==> src/rtl/hid_report_scheduler.sv <==
// hid_report_scheduler: slot timing, motion residual accumulation and the
// USB IN endpoint handshake for the periodic HID report path.
//
// state      | meaning
// -----------+-----------------------------------------------------------
// S_IDLE     | waiting for the next slot event
// S_LOAD     | one cycle: report fields latched, tick_1khz high
// S_WAIT_FMT | waiting up to 4 cycles for the formatter's rpt_valid
// S_SEND     | ep_send high until the endpoint accepts with ep_ready
// S_WAIT_ACK | waiting for the host ack; timeout retries or drops the frame
module hid_report_scheduler #(
  parameter int CLK_HZ      = 100000000,
  parameter int RATE_HZ     = 1000,
  parameter int ACK_TIMEOUT = 5000,
  parameter int MAX_RETRY   = 3
) (
  input  logic              clk,
  input  logic              rst_n,
  input  logic              enable,
  input  logic              mv_valid,
  input  logic signed [15:0] mv_dx,
  input  logic signed [15:0] mv_dy,
  input  logic [1:0]        mv_buttons,
  input  logic [3:0]        safety_flags,
  output logic              tick_1khz,
  output logic signed [7:0] dx,
  output logic signed [7:0] dy,
  output logic [1:0]        buttons,
  output logic [3:0]        safety_out,
  output logic [7:0]        frame_id,
  input  logic              rpt_valid,
  output logic              ep_send,
  input  logic              ep_ready,
  input  logic              ep_ack,
  output logic [7:0]        overrun_cnt,
  output logic [7:0]        drop_cnt
);

  localparam int DIV    = CLK_HZ / RATE_HZ;
  localparam int SLOT_W = $clog2(DIV);
  localparam int TMR_W  = $clog2(ACK_TIMEOUT + 1);
  localparam int RTY_W  = (MAX_RETRY < 1) ? 1 : $clog2(MAX_RETRY + 1);

  localparam logic [SLOT_W-1:0] SLOT_LAST = SLOT_W'(DIV - 1);
  localparam logic [TMR_W-1:0]  ACK_LOAD  = TMR_W'(ACK_TIMEOUT - 1);
  localparam logic [RTY_W-1:0]  RTY_MAX   = RTY_W'(MAX_RETRY);

  typedef enum logic [2:0] {
    S_IDLE,
    S_LOAD,
    S_WAIT_FMT,
    S_SEND,
    S_WAIT_ACK
  } state_t;

  state_t             state;
  logic [SLOT_W-1:0]  slot_cnt;
  logic               slot_evt;
  logic [1:0]         fmt_tmr;
  logic [TMR_W-1:0]   ack_tmr;
  logic [RTY_W-1:0]   retry;
  logic signed [15:0] acc_x, acc_y;
  logic signed [15:0] add_x, add_y;
  logic signed [7:0]  sub_x, sub_y;
  logic signed [17:0] sum_x, sum_y;
  logic               halt;

  assign halt = safety_flags[3];

  function automatic logic signed [15:0] sat16(input logic signed [17:0] v);
    if (v > 18'sd32767)       return 16'sh7fff;
    else if (v < -18'sd32768) return 16'sh8000;
    else                      return v[15:0];
  endfunction

  function automatic logic signed [7:0] clamp127(input logic signed [15:0] v);
    if (v > 16'sd127)       return 8'sd127;
    else if (v < -16'sd127) return -8'sd127;
    else                    return v[7:0];
  endfunction

  // Slot counter: free-runs 0..DIV-1 while enabled, parked at 0 otherwise
  always_ff @(posedge clk or negedge rst_n) begin
    if (!rst_n) begin
      slot_cnt <= '0;
    end else if (!enable || slot_cnt == SLOT_LAST) begin
      slot_cnt <= '0;
    end else begin
      slot_cnt <= slot_cnt + SLOT_W'(1);
    end
  end

  assign slot_evt = enable && (slot_cnt == SLOT_LAST);

  // Residual update: the emitted value (held in dx/dy) is only subtracted in LOAD,
  // so a sample landing in that same cycle stays in the residual
  always_comb begin
    add_x = (mv_valid && !halt) ? mv_dx : 16'sd0;
    add_y = (mv_valid && !halt) ? mv_dy : 16'sd0;
    sub_x = (state == S_LOAD) ? dx : 8'sd0;
    sub_y = (state == S_LOAD) ? dy : 8'sd0;
    sum_x = $signed({{2{acc_x[15]}}, acc_x}) + $signed({{2{add_x[15]}}, add_x})
          - $signed({{10{sub_x[7]}}, sub_x});
    sum_y = $signed({{2{acc_y[15]}}, acc_y}) + $signed({{2{add_y[15]}}, add_y})
          - $signed({{10{sub_y[7]}}, sub_y});
  end

  // Saturating accumulators; a halted report discards the whole residual
  always_ff @(posedge clk or negedge rst_n) begin
    if (!rst_n) begin
      acc_x <= '0;
      acc_y <= '0;
    end else if (state == S_LOAD && safety_out[3]) begin
      acc_x <= '0;
      acc_y <= '0;
    end else begin
      acc_x <= sat16(sum_x);
      acc_y <= sat16(sum_y);
    end
  end

  // Report sequencing FSM with registered handshake outputs and counters
  always_ff @(posedge clk or negedge rst_n) begin
    if (!rst_n) begin
      state       <= S_IDLE;
      tick_1khz   <= 1'b0;
      dx          <= '0;
      dy          <= '0;
      buttons     <= '0;
      safety_out  <= '0;
      frame_id    <= '0;
      ep_send     <= 1'b0;
      overrun_cnt <= '0;
      drop_cnt    <= '0;
      fmt_tmr     <= '0;
      ack_tmr     <= '0;
      retry       <= '0;
    end else begin
      tick_1khz <= 1'b0;
      if (slot_evt && state != S_IDLE && overrun_cnt != 8'hff) begin
        overrun_cnt <= overrun_cnt + 8'd1;
      end
      case (state)
        S_IDLE: begin
          if (slot_evt) begin
            state      <= S_LOAD;
            tick_1khz  <= 1'b1;
            dx         <= halt ? 8'sd0 : clamp127(acc_x);
            dy         <= halt ? 8'sd0 : clamp127(acc_y);
            buttons    <= halt ? 2'b00 : mv_buttons;
            safety_out <= safety_flags;
            frame_id   <= frame_id + 8'd1;
            retry      <= '0;
          end
        end
        S_LOAD: begin
          state   <= S_WAIT_FMT;
          fmt_tmr <= 2'd3;
        end
        S_WAIT_FMT: begin
          if (rpt_valid) begin
            state   <= S_SEND;
            ep_send <= 1'b1;
          end else if (fmt_tmr == 2'd0) begin
            state <= S_IDLE;
            if (drop_cnt != 8'hff) drop_cnt <= drop_cnt + 8'd1;
          end else begin
            fmt_tmr <= fmt_tmr - 2'd1;
          end
        end
        S_SEND: begin
          if (ep_ready) begin
            state   <= S_WAIT_ACK;
            ep_send <= 1'b0;
            ack_tmr <= ACK_LOAD;
          end
        end
        S_WAIT_ACK: begin
          // ACK_TIMEOUT ack-less cycles in this state trigger the retry decision
          if (ep_ack) begin
            state <= S_IDLE;
          end else if (ack_tmr == '0) begin
            if (retry < RTY_MAX) begin
              retry   <= retry + RTY_W'(1);
              state   <= S_SEND;
              ep_send <= 1'b1;
            end else begin
              state <= S_IDLE;
              if (drop_cnt != 8'hff) drop_cnt <= drop_cnt + 8'd1;
            end
          end else begin
            ack_tmr <= ack_tmr - TMR_W'(1);
          end
        end
        default: begin
          state   <= S_IDLE;
          ep_send <= 1'b0;
        end
      endcase
    end
  end

endmodule

==> config.mk <==
export PLATFORM = sky130hd
export DESIGN_NAME = hid_report_scheduler
export DESIGN_NICKNAME = d
export VERILOG_FILES = /design/src/rtl/hid_report_scheduler.sv
export SDC_FILE = /design/constraint.sdc
export NUM_CORES = 1
export LEC_CHECK = 0
export ABC_CLOCK_PERIOD_IN_PS = 3950
export BUFFER_PORTS_ARGS = -buffer_cell sky130_fd_sc_hd__buf_2
export CORE_MARGIN = 2
export CORE_UTILIZATION = 40
export CTS_CLUSTER_DIAMETER = 60
export DETAILED_ROUTE_END_ITERATION = 10
export GPL_TIMING_DRIVEN = 0
export PLACE_DENSITY_LB_ADDON = 0.2
export SLEW_MARGIN = 15
export SYNTH_ARGS = -nofsm -noshare
export SYNTH_HDL_FRONTEND = slang
export SYNTH_SLANG_ARGS = --single-unit
export TNS_END_PERCENT = 5
==> constraint.sdc <==
create_clock -name clk -period 3.95 [get_ports clk]
set_input_delay 0 -clock clk [delete_from_list [all_inputs] [get_ports clk]]
set_output_delay 0 -clock clk [all_outputs]
set_load 0.01 [all_outputs]
* Yosys cells after proc, flatten, opt, wreduce, memory -nomap -nowiden *
Index checks and enable logic that the tools add are counted.

storage, ports and cells
  register bits after elaboration = 117
  input bits = 45
  output and inout bits = 48
  word-level logic and storage cells = 134

cells by class
  add/sub/neg operators = 11
  order comparisons = 9
  equal/unequal tests = 20
  mux-type cells = 53
  bitwise operators = 1
  reductions and logical operators = 24

operator list
  kind                                                   number
  two-way mux 16 bit                                     8
  two-way mux 8 bit                                      14
  two-way mux 13 bit                                     3
  > comparator 18 x 16 -> 1 bit (second input constant)  2
  < comparator 18 x 16 -> 1 bit (second input constant)  2
  subtractor 17 x 8 -> 18 bit                            2
  adder 16 x 16 -> 17 bit                                2
  > comparator 16 x 8 -> 1 bit (second input constant)   2
  < comparator 16 x 8 -> 1 bit (second input constant)   2
  one-hot mux 13 bit (2 select lines)                    1
  adder 8 x 1 -> 8 bit (second input constant)           3
  inequality test 2 bit (second input constant)          11
  two-way mux 3 bit                                      6
  adder 17 x 1 -> 17 bit (second input constant)         1
  == test 17 bit (second input constant)                 1
  two-way mux 17 bit                                     1
  two-way mux 2 bit                                      8
  inequality test 8 bit (second input constant)          2
  one-hot mux 8 bit (2 select lines)                     1
  one-hot mux 3 bit (5 select lines)                     1
  zero test 13 bit                                       1
  subtractor 13 x 1 -> 13 bit (second input constant)    1
  AND reduction 6 bit                                    2
  one-hot mux 2 bit (2 select lines)                     2
  other kinds (22)                                       39

* Longest topological paths before layout *
Gate-level depths: netlist of run 1.

  word-level depth = 9
  gate-level depth with buffers = 20
  gate-level depth less buffers = 16

* Least setup slack after synthesis of run 1 *
OpenSTA, ideal clock, no wires.

  path type = register to register
  start = register state[2]
  end = register acc_y[0]
  library setup time = 0.146 ns
  arrival = 4.111 ns
  required time = 3.804 ns
  slack = -0.307 ns
  cell stages (with the launch flop) = 20
  path buffers = 3
  period minus slack after synthesis = 4.257 ns
  path through = dfrtp_1 -> clkbuf_1 -> inv_1 -> buf_2 -> nand2_1 -> nor2_1 -> nand2_1 -> inv_1 -> fa_1 -> inv_1 -> ha_1 -> a21o_1 -> a311oi_1 -> nor2_1 -> o311ai_1 -> a31oi_1 -> xor2_1 -> a21oi_1 -> buf_2 -> o21ai_0

between the ends
  longest elaborated chain between the ends = 7
  elaborated cells on any way between the ends = 9
  those cells by class = add/sub: 1; order compare: 2; eq/ne: 1; mux: 4; reduce/logical: 1

RTL lines
  element                        RTL line  text
  start: declaration             56        state_t state;
  start signal: assignment       125       state <= S_IDLE;
  start signal: assignment       146       state <= S_LOAD;
  start signal: assignment       157       state <= S_WAIT_FMT;
  == test 3 x 1 -> 1 bit *       101, 113
  two-way mux 8 bit              101       sub_y = (state == S_LOAD) ? dy : 8'sd0;
  subtractor 17 x 8 -> 18 bit    105       - $signed({{10{sub_y[7]}}, sub_y});
  < comparator 18 x 16 -> 1 bit  72        else if (v < -18'sd32768) return 16'sh8000;
  two-way mux 16 bit             72
  two-way mux 16 bit             71        if (v > 18'sd32767) return 16'sh7fff;
  two-way mux 16 bit *           113       end else if (state == S_LOAD && safety_out[3]) begin
  end signal: assignment         118       acc_y <= sat16(sum_y);
  end: declaration               62        logic signed [15:0] acc_x, acc_y;

Mark *: on every way between the ends. The rest lies on a longest branch, timed or not.
A chain may end at the register's enable or synchronous reset.

* Final worst setup path of run 1 *
  start = register state[2]
  end = register acc_y[4]

Same word-level chain as after synthesis.

==> impl_metrics.yaml, run 1 <==
outcome:
  outcome: "finished clean"
routing:
  drt_first_pass_iters: 4
  drc: 0
  postRouteAntennaNets: 0
  wl_per_cell_microns: 15.4
  routed_wl_microns: 19900
  vias_per_cell: 5.08
  vias: 6530
  drt-initial-drc-count: 364
setup_path:
  cp.required_ns: 4.27
  crit_chain: "buf_8 -> inv_6 -> nand2_4 -> nor2_4 -> nand2_2 -> fa_1 -> ha_1 -> a21o_1 -> nand4_1 -> a2111oi_4 -> o311ai_2 -> a31oi_1 -> xor2_1 -> a21oi_2 -> buf_12 -> o41ai_2"
  endpoint_kind: "flip-flop"
  cp-start-kind: "flip-flop"
  cp_max_fo: 7
  reg2reg_from: "state[2]"
  cpPeakStageDelay_ns: 0.50
  ff2ff_path_depth: 16
  cp.arrival_ns: 4.22
  r2r_end: "acc_y[4]"
  r2r_slack_ns: 0.05
  cp_slowest_cell: "fa_1"
  critPathKind: "reg -> reg"
  startpoint: "state[2]"
die:
  start_util_pct: 40.6
  die_w_microns: 144
  pin_count: 93
  core_sq_um: 19300
  die_h_microns: 144
  rows: 51
  die-area_sq_um: 20700
timing:
  finalCritPeriodShare_pct: 98.7
  period_needed_ns: 3.90
  final-max-slew-violation-count: 0
  final.setup.tns_ns: 0
  slew_headroom_pct: 43.6
  max_freq_mhz: 257
  rsz0062_at_grt: "yes"
  hold_ws_ns: 0.0427
  fin_ws_ns: 0.0515
  timing.final.setup_violations: 0
  hold_viol_final: 0
  tightest_slew_ns: 0.838
  fin_skew_ns: 0.00714
global_route:
  grt_first_pass_wirelength_microns: 32500
  grt_util_all_layers_pct: 20.1
  grt_max_degree: 72
  met1_usage_pct: 28.5
  grt_use_met3_pct: 3.48
  gr-max-usage-layer: "met2"
  gr-total-overflow: 0
  grt_antenna_before_repair: 0
  use_met2_pct: 32.0
  grt_pass1_vias: 6392
synth:
  syn_avg_cell_area_sq_um: 9.04
  seq_area_frac_synth_pct: 37.3
  yosysTopAreaCellShare_pct: 37.3
  synth_nets: 987
  synth_edf_count: 0
  synth_area_sq_um: 7840
  synth_seq_cells: 117
  synth-async-reset-ratio_pct: 100
  synth_top_area_cell: "dfrtp_1"
  synth_common_cells: "dfrtp_1 (117), nand2_1 (113), inv_1 (102), nor2_1 (64), ha_1 (43)"
  syn-instance-count: 867
  synthTopCellsByArea: "dfrtp_1 (37%), fa_1 (8.2%), ha_1 (6.9%), nand2_1 (5.4%), inv_1 (4.9%)"
  yosys_warnings: 0
  yosysMostFrequentCell: "dfrtp_1"
  synth_ff_type: "dfrtp_1"
  synth_cell_types: 61
hold_path:
  hp-start: "safety_flags[3]"
  min_delay_worst_endpoint: "safety_out[3]"
  worstHoldPathCells: 3
  hold_class: "in -> reg"
clocking:
  htree_levels: 4
  path_clk_slew_ns: 0.05
  cts_sinks: 117
  root_buffer: "clkbuf_16"
  clock_latency_ns: 0.42
  cts_buffers: 17
  clock_path_buffers: 2
  cts_tree: "yes"
placement:
  globalplace.congestion: 0.834
  pre_cts_slack_ns: -0.931
  portBuffers: 91
  dp_hpwl_microns: 14600
layout:
  syn2layout_area_growth_pct: 26.7
  drive_gt1_share_pct: 22.9
  fin_nets: 1128
  antenna_cells: 0
power_and_ir_drop:
  ir_drop_v: 0.000492
  power_density_nw_per_um2: 803
  leakage_nw: 4.90
  total_power_mw: 7.98
job:
  drv_cap: 0
-- layer usage --
| metal | vias up | routed length [microns] |
|---|---|---|
| met1 | 3164 | 9670 |
| met2 | 119 | 9290 |
| li1 | 3236 | - |
| met5 | - | 0 |
| met3 | 11 | 711 |
| met4 | 0 | 193 |
-- logic make-up after synthesis --
family / count (synthesis) / synth area share [%]
multiplexers: 3 / 0.415
XOR/XNOR: 70 / 7.91
buffers and inverters: 131 / 6.37
AND/OR/NAND/NOR: 300 / 18.3
flip-flops: 117 / 37.3
adder cells (fa/ha/maj): 75 / 15.0
AO/OA/AOI/OAI: 171 / 14.6
-- through the flow --
step / instance area (sq um) / cells / utilization (%)
floorplan: 7880 / 867 / -
global placement: 8670 / 1223 / 44.8
detailed placement: 8700 / 1224 / 45.0
CTS: 9750 / 1280 / 50.4
global route: 9940 / 1286 / 51.4
finish: 9940 / 1286 / 51.4
-- state kept, by name, indices dropped and copies added (netlist names) --
name,cells
overrun_cnt,8
slot_cnt,17
state,3
acc_x,16
ack_tmr,13
acc_y,16
frame_id,8
tick_1khz,1
safety_out,4
dy,8
fmt_tmr,2
buttons,2
dx,8
drop_cnt,8
retry,2
ep_send,1
-- worst max-delay path: cells and delay by family (launching register included) --
| kind | cells | cell delay [ns] |
|---|---|---|
| AO/OA/AOI/OAI | 6 | 1.41 |
| XOR/XNOR | 1 | 0.27 |
| adder cells (fa/ha/maj) | 2 | 0.80 |
| buffers and inverters | 3 | 0.35 |
| flip-flops | 1 | 0.38 |
| AND/OR/NAND/NOR | 4 | 0.56 |
-- placed cells by master, fill, tap and decap left out, types with 4 or more instances in the layout --
| cell type | n |
|---|---|
| nand2_1 | 109 |
| buf_6 | 6 |
| xor2_1 | 37 |
| buf_4 | 25 |
| clkinv_2 | 5 |
| a211oi_1 | 6 |
| inv_1 | 97 |
| nor2_1 | 62 |
| ha_1 | 31 |
| a21oi_2 | 6 |
| a21oi_1 | 29 |
| dlygate4sd3_1 | 9 |
| dfrtp_1 | 116 |
| nand2b_1 | 7 |
| xnor2_1 | 31 |
| a21o_1 | 14 |
| clkbuf_16 | 17 |
| ha_2 | 5 |
| fa_1 | 32 |
| nor4_1 | 9 |
| o31ai_1 | 21 |
| o41ai_2 | 4 |
| bufinv_16 | 4 |
| a31oi_1 | 6 |
| and3_1 | 21 |
| o21ai_0 | 35 |
| nand3_1 | 19 |
| o31ai_2 | 11 |
| ha_4 | 7 |
| clkbuf_1 | 13 |
| nor2b_1 | 8 |
| nor3_1 | 11 |
| and2_1 | 8 |
| o21a_1 | 6 |
| buf_2 | 93 |
| nand4_1 | 19 |
-- area by class of cell --
cell class,instances,area (sq um)
fillers,1839,9400
multi-input cells,619,4710
flip-flops and latches,117,2930
repair buffers,128,800
clock buffers,22,464
inverters,102,395
well taps,265,332
clock inverters,10,153
plain buffers,23,150
-- worst max-delay path by stage --
stage	end	slack (ns)	cells after the start
floorplan	acc_y[2]	0.03	19
global placement	acc_x[0]	-0.94	16
detailed placement	acc_x[0]	-0.93	16
CTS	acc_y[14]	0.02	21
global route	acc_y[4]	-0.17	16
finish	acc_y[4]	0.05	16
-- timing repair --
action / 4_1_cts / 5_1_grt
hold buffers: 9 / 0
cloned: 1 / 0
setup buffers: 19 / 7
hold endpoints to repair: 132 / 0
endpoints found under the setup margin: 31 / 30
resized for setup: 53 / 36
pin swaps: 18 / 23
-- report_power, final --
part	total, mW	switching [mW]	internal (mW)	leakage [nW]
clock	1.64	0.553	1.08	0.304
combinational	4.71	2.55	2.16	3.10
sequential	1.63	0.179	1.45	1.50
(Power assumes the default switching activity.)
==> inputs of run 2 (changes only) <==
Settings changed: CORE_ASPECT_RATIO set to 0.75, GPL_TIMING_DRIVEN 0 to not set.
==> run 2 against run 1 <==
  * First-iteration DRC count increased by 27%
  * Sequential power is essentially flat
  * Combinational power down 8.9%
  * Highest routed layer unchanged
==> impl_metrics.yaml, run 2 (same netlist as run 1, synthesis figures left out) <==
clocking:
  path_clk_slew_ns: 0.05
  cts_sinks: 117
  htree_levels: 4
  cts_buffers: 17
  cts_tree: "yes"
  clock_path_buffers: 2
  root_buffer: "clkbuf_16"
  clock_latency_ns: 0.42
timing:
  timing.final.setup_violations: 0
  max_freq_mhz: 262
  hold_ws_ns: 0.121
  period_needed_ns: 3.81
  fin_ws_ns: 0.138
  finalCritPeriodShare_pct: 96.5
  fin_skew_ns: 0.0121
  final-max-slew-violation-count: 0
  tightest_slew_ns: 0.796
  slew_headroom_pct: 46.4
  rsz0062_at_grt: "yes"
  hold_viol_final: 0
setup_path:
  cp-start-kind: "flip-flop"
  crit_buf_inv: 4
  cp_slowest_cell: "fa_1"
  cpPeakStageDelay_ns: 0.50
  critPathKind: "reg -> reg"
  cp.arrival_ns: 4.08
  cp_top_family: "compound AO/OA/AOI/OAI gates"
  cp.required_ns: 4.22
  crit_chain: "nand2_2 -> nor2_4 -> nand2_4 -> clkinvlp_4 -> buf_4 -> fa_1 -> inv_1 -> ha_1 -> a21oi_2 -> nand2_1 -> a221o_1 -> a21oi_2 -> xnor2_2 -> o211ai_1 -> buf_4 -> o31ai_1"
  endpoint_kind: "flip-flop"
  cp_max_fo: 8
die:
  die_w_microns: 166
  die-area_sq_um: 20800
  die_h_microns: 125
  rows: 44
  pin_count: 93
  core_sq_um: 19300
  start_util_pct: 40.7
layout:
  fin_nets: 1110
  regMostFlops: "slot_cnt"
  drive_gt1_share_pct: 20.3
  layout_commonest_cell: "dfrtp_1"
  largest_reg_flops: 17
  top_regs: "slot_cnt: 17 flops, acc_x: 16 flops, acc_y: 16 flops"
  final_cell_mix: "dfrtp_1 (115), nand2_1 (110), inv_1 (99)"
  n_fill_cell: 1853
  antenna_cells: 0
  syn2layout_area_growth_pct: 23.1
routing:
  drc: 0
  routed_wl_microns: 19200
  drt_first_pass_iters: 5
  vias_per_cell: 5.16
  wl_per_cell_microns: 15.3
  drt-initial-drc-count: 464
  vias: 6470
  postRouteAntennaNets: 0
global_route:
  grt_antenna_before_repair: 0
  gr-total-overflow: 0
  grt_pass1_vias: 6084
  grt_first_pass_wirelength_microns: 31500
  grt_util_all_layers_pct: 18.7
  grt_max_degree: 57
job:
  drv_cap: 0
placement:
  pre_cts_slack_ns: -0.0715
  portBuffers: 92
  dp_hpwl_microns: 14300
  globalplace.congestion: 0.826
power_and_ir_drop:
  ir_drop_v: 0.000538
  leakage_nw: 4.84
  total_power_mw: 7.42
  power_density_nw_per_um2: 768
hold_path:
  hold_class: "in -> reg"
outcome:
  outcome: "finished clean"
[run 2: worst min-delay path, stage by stage]
cell	delay, ns
buf_2	0.12
a21oi_1	0.07
a2bb2oi_1	0.14
o22ai_1	0.14
[run 2: final timing paths]
kind | slack, ns | endpoint | startpoint | cells past startpoint
min in group asynchronous | 0.18 | overrun_cnt[2] | rst_n | 2
max reg2reg | 0.14 | acc_y[8] | state[0] | 16
min | 0.12 | ep_send | ep_ack | 4
max in group asynchronous | 2.84 | buttons[1] | rst_n | 3
max | 0.14 | acc_y[8] | state[0] | 16
min reg2reg | 0.46 | frame_id[7] | frame_id[7] | 1
[run 2: timing repair]
item / in CTS / in global routing
buffers inserted: 0 / 4
pin swaps: 1 / 13
gates resized for setup: 3 / 40
hold buffers: 10 / 0
cloned: 0 / 3
endpoints found under the hold margin: 68 / 0
setup endpoints to repair: 17 / 30
[run 2: routing by layer]
metal  GRT usage (%)  share of wire (%)  up-vias
met3            3.10                5.1       18
met5               0                  0        -
met4            4.71                1.2        0
met2            26.5                 41      175
met1            29.6                 53     3086
li1                -                  -     3191
[run 2: through the flow]
step	std cells	cell area (sq um)	util (%)	TNS (ns)
2_1_floorplan	867	7880	-	0
3_3_place_gp	1208	8740	45.4	-0.0210
3_5_place_dp	1208	8740	45.4	-0.474
4_1_cts	1249	9430	48.9	0
5_1_grt	1255	9650	50.1	-0.280
6_report	1255	9650	50.1	0
[run 2: where the power goes]
group          internal (mW)  total [mW]  switching (mW)  leakage (nW)
Combinational           1.84        4.29            2.45          3.07
Sequential              1.45        1.63           0.182          1.50
Clock                  0.950        1.49           0.544         0.282
[run 2: cell type report]
cell class | count | area, sq um | share of cell area, %
Clock buffer | 21 | 460 | 4.77
Clock inverter | 10 | 106 | 1.10
Inverter | 102 | 387 | 4.00
Multi-Input combinational cell | 620 | 4620 | 47.9
Sequential cell | 117 | 2930 | 30.4
Tap cell | 253 | 317 | 3.28
Timing Repair Buffer | 132 | 830 | 8.59
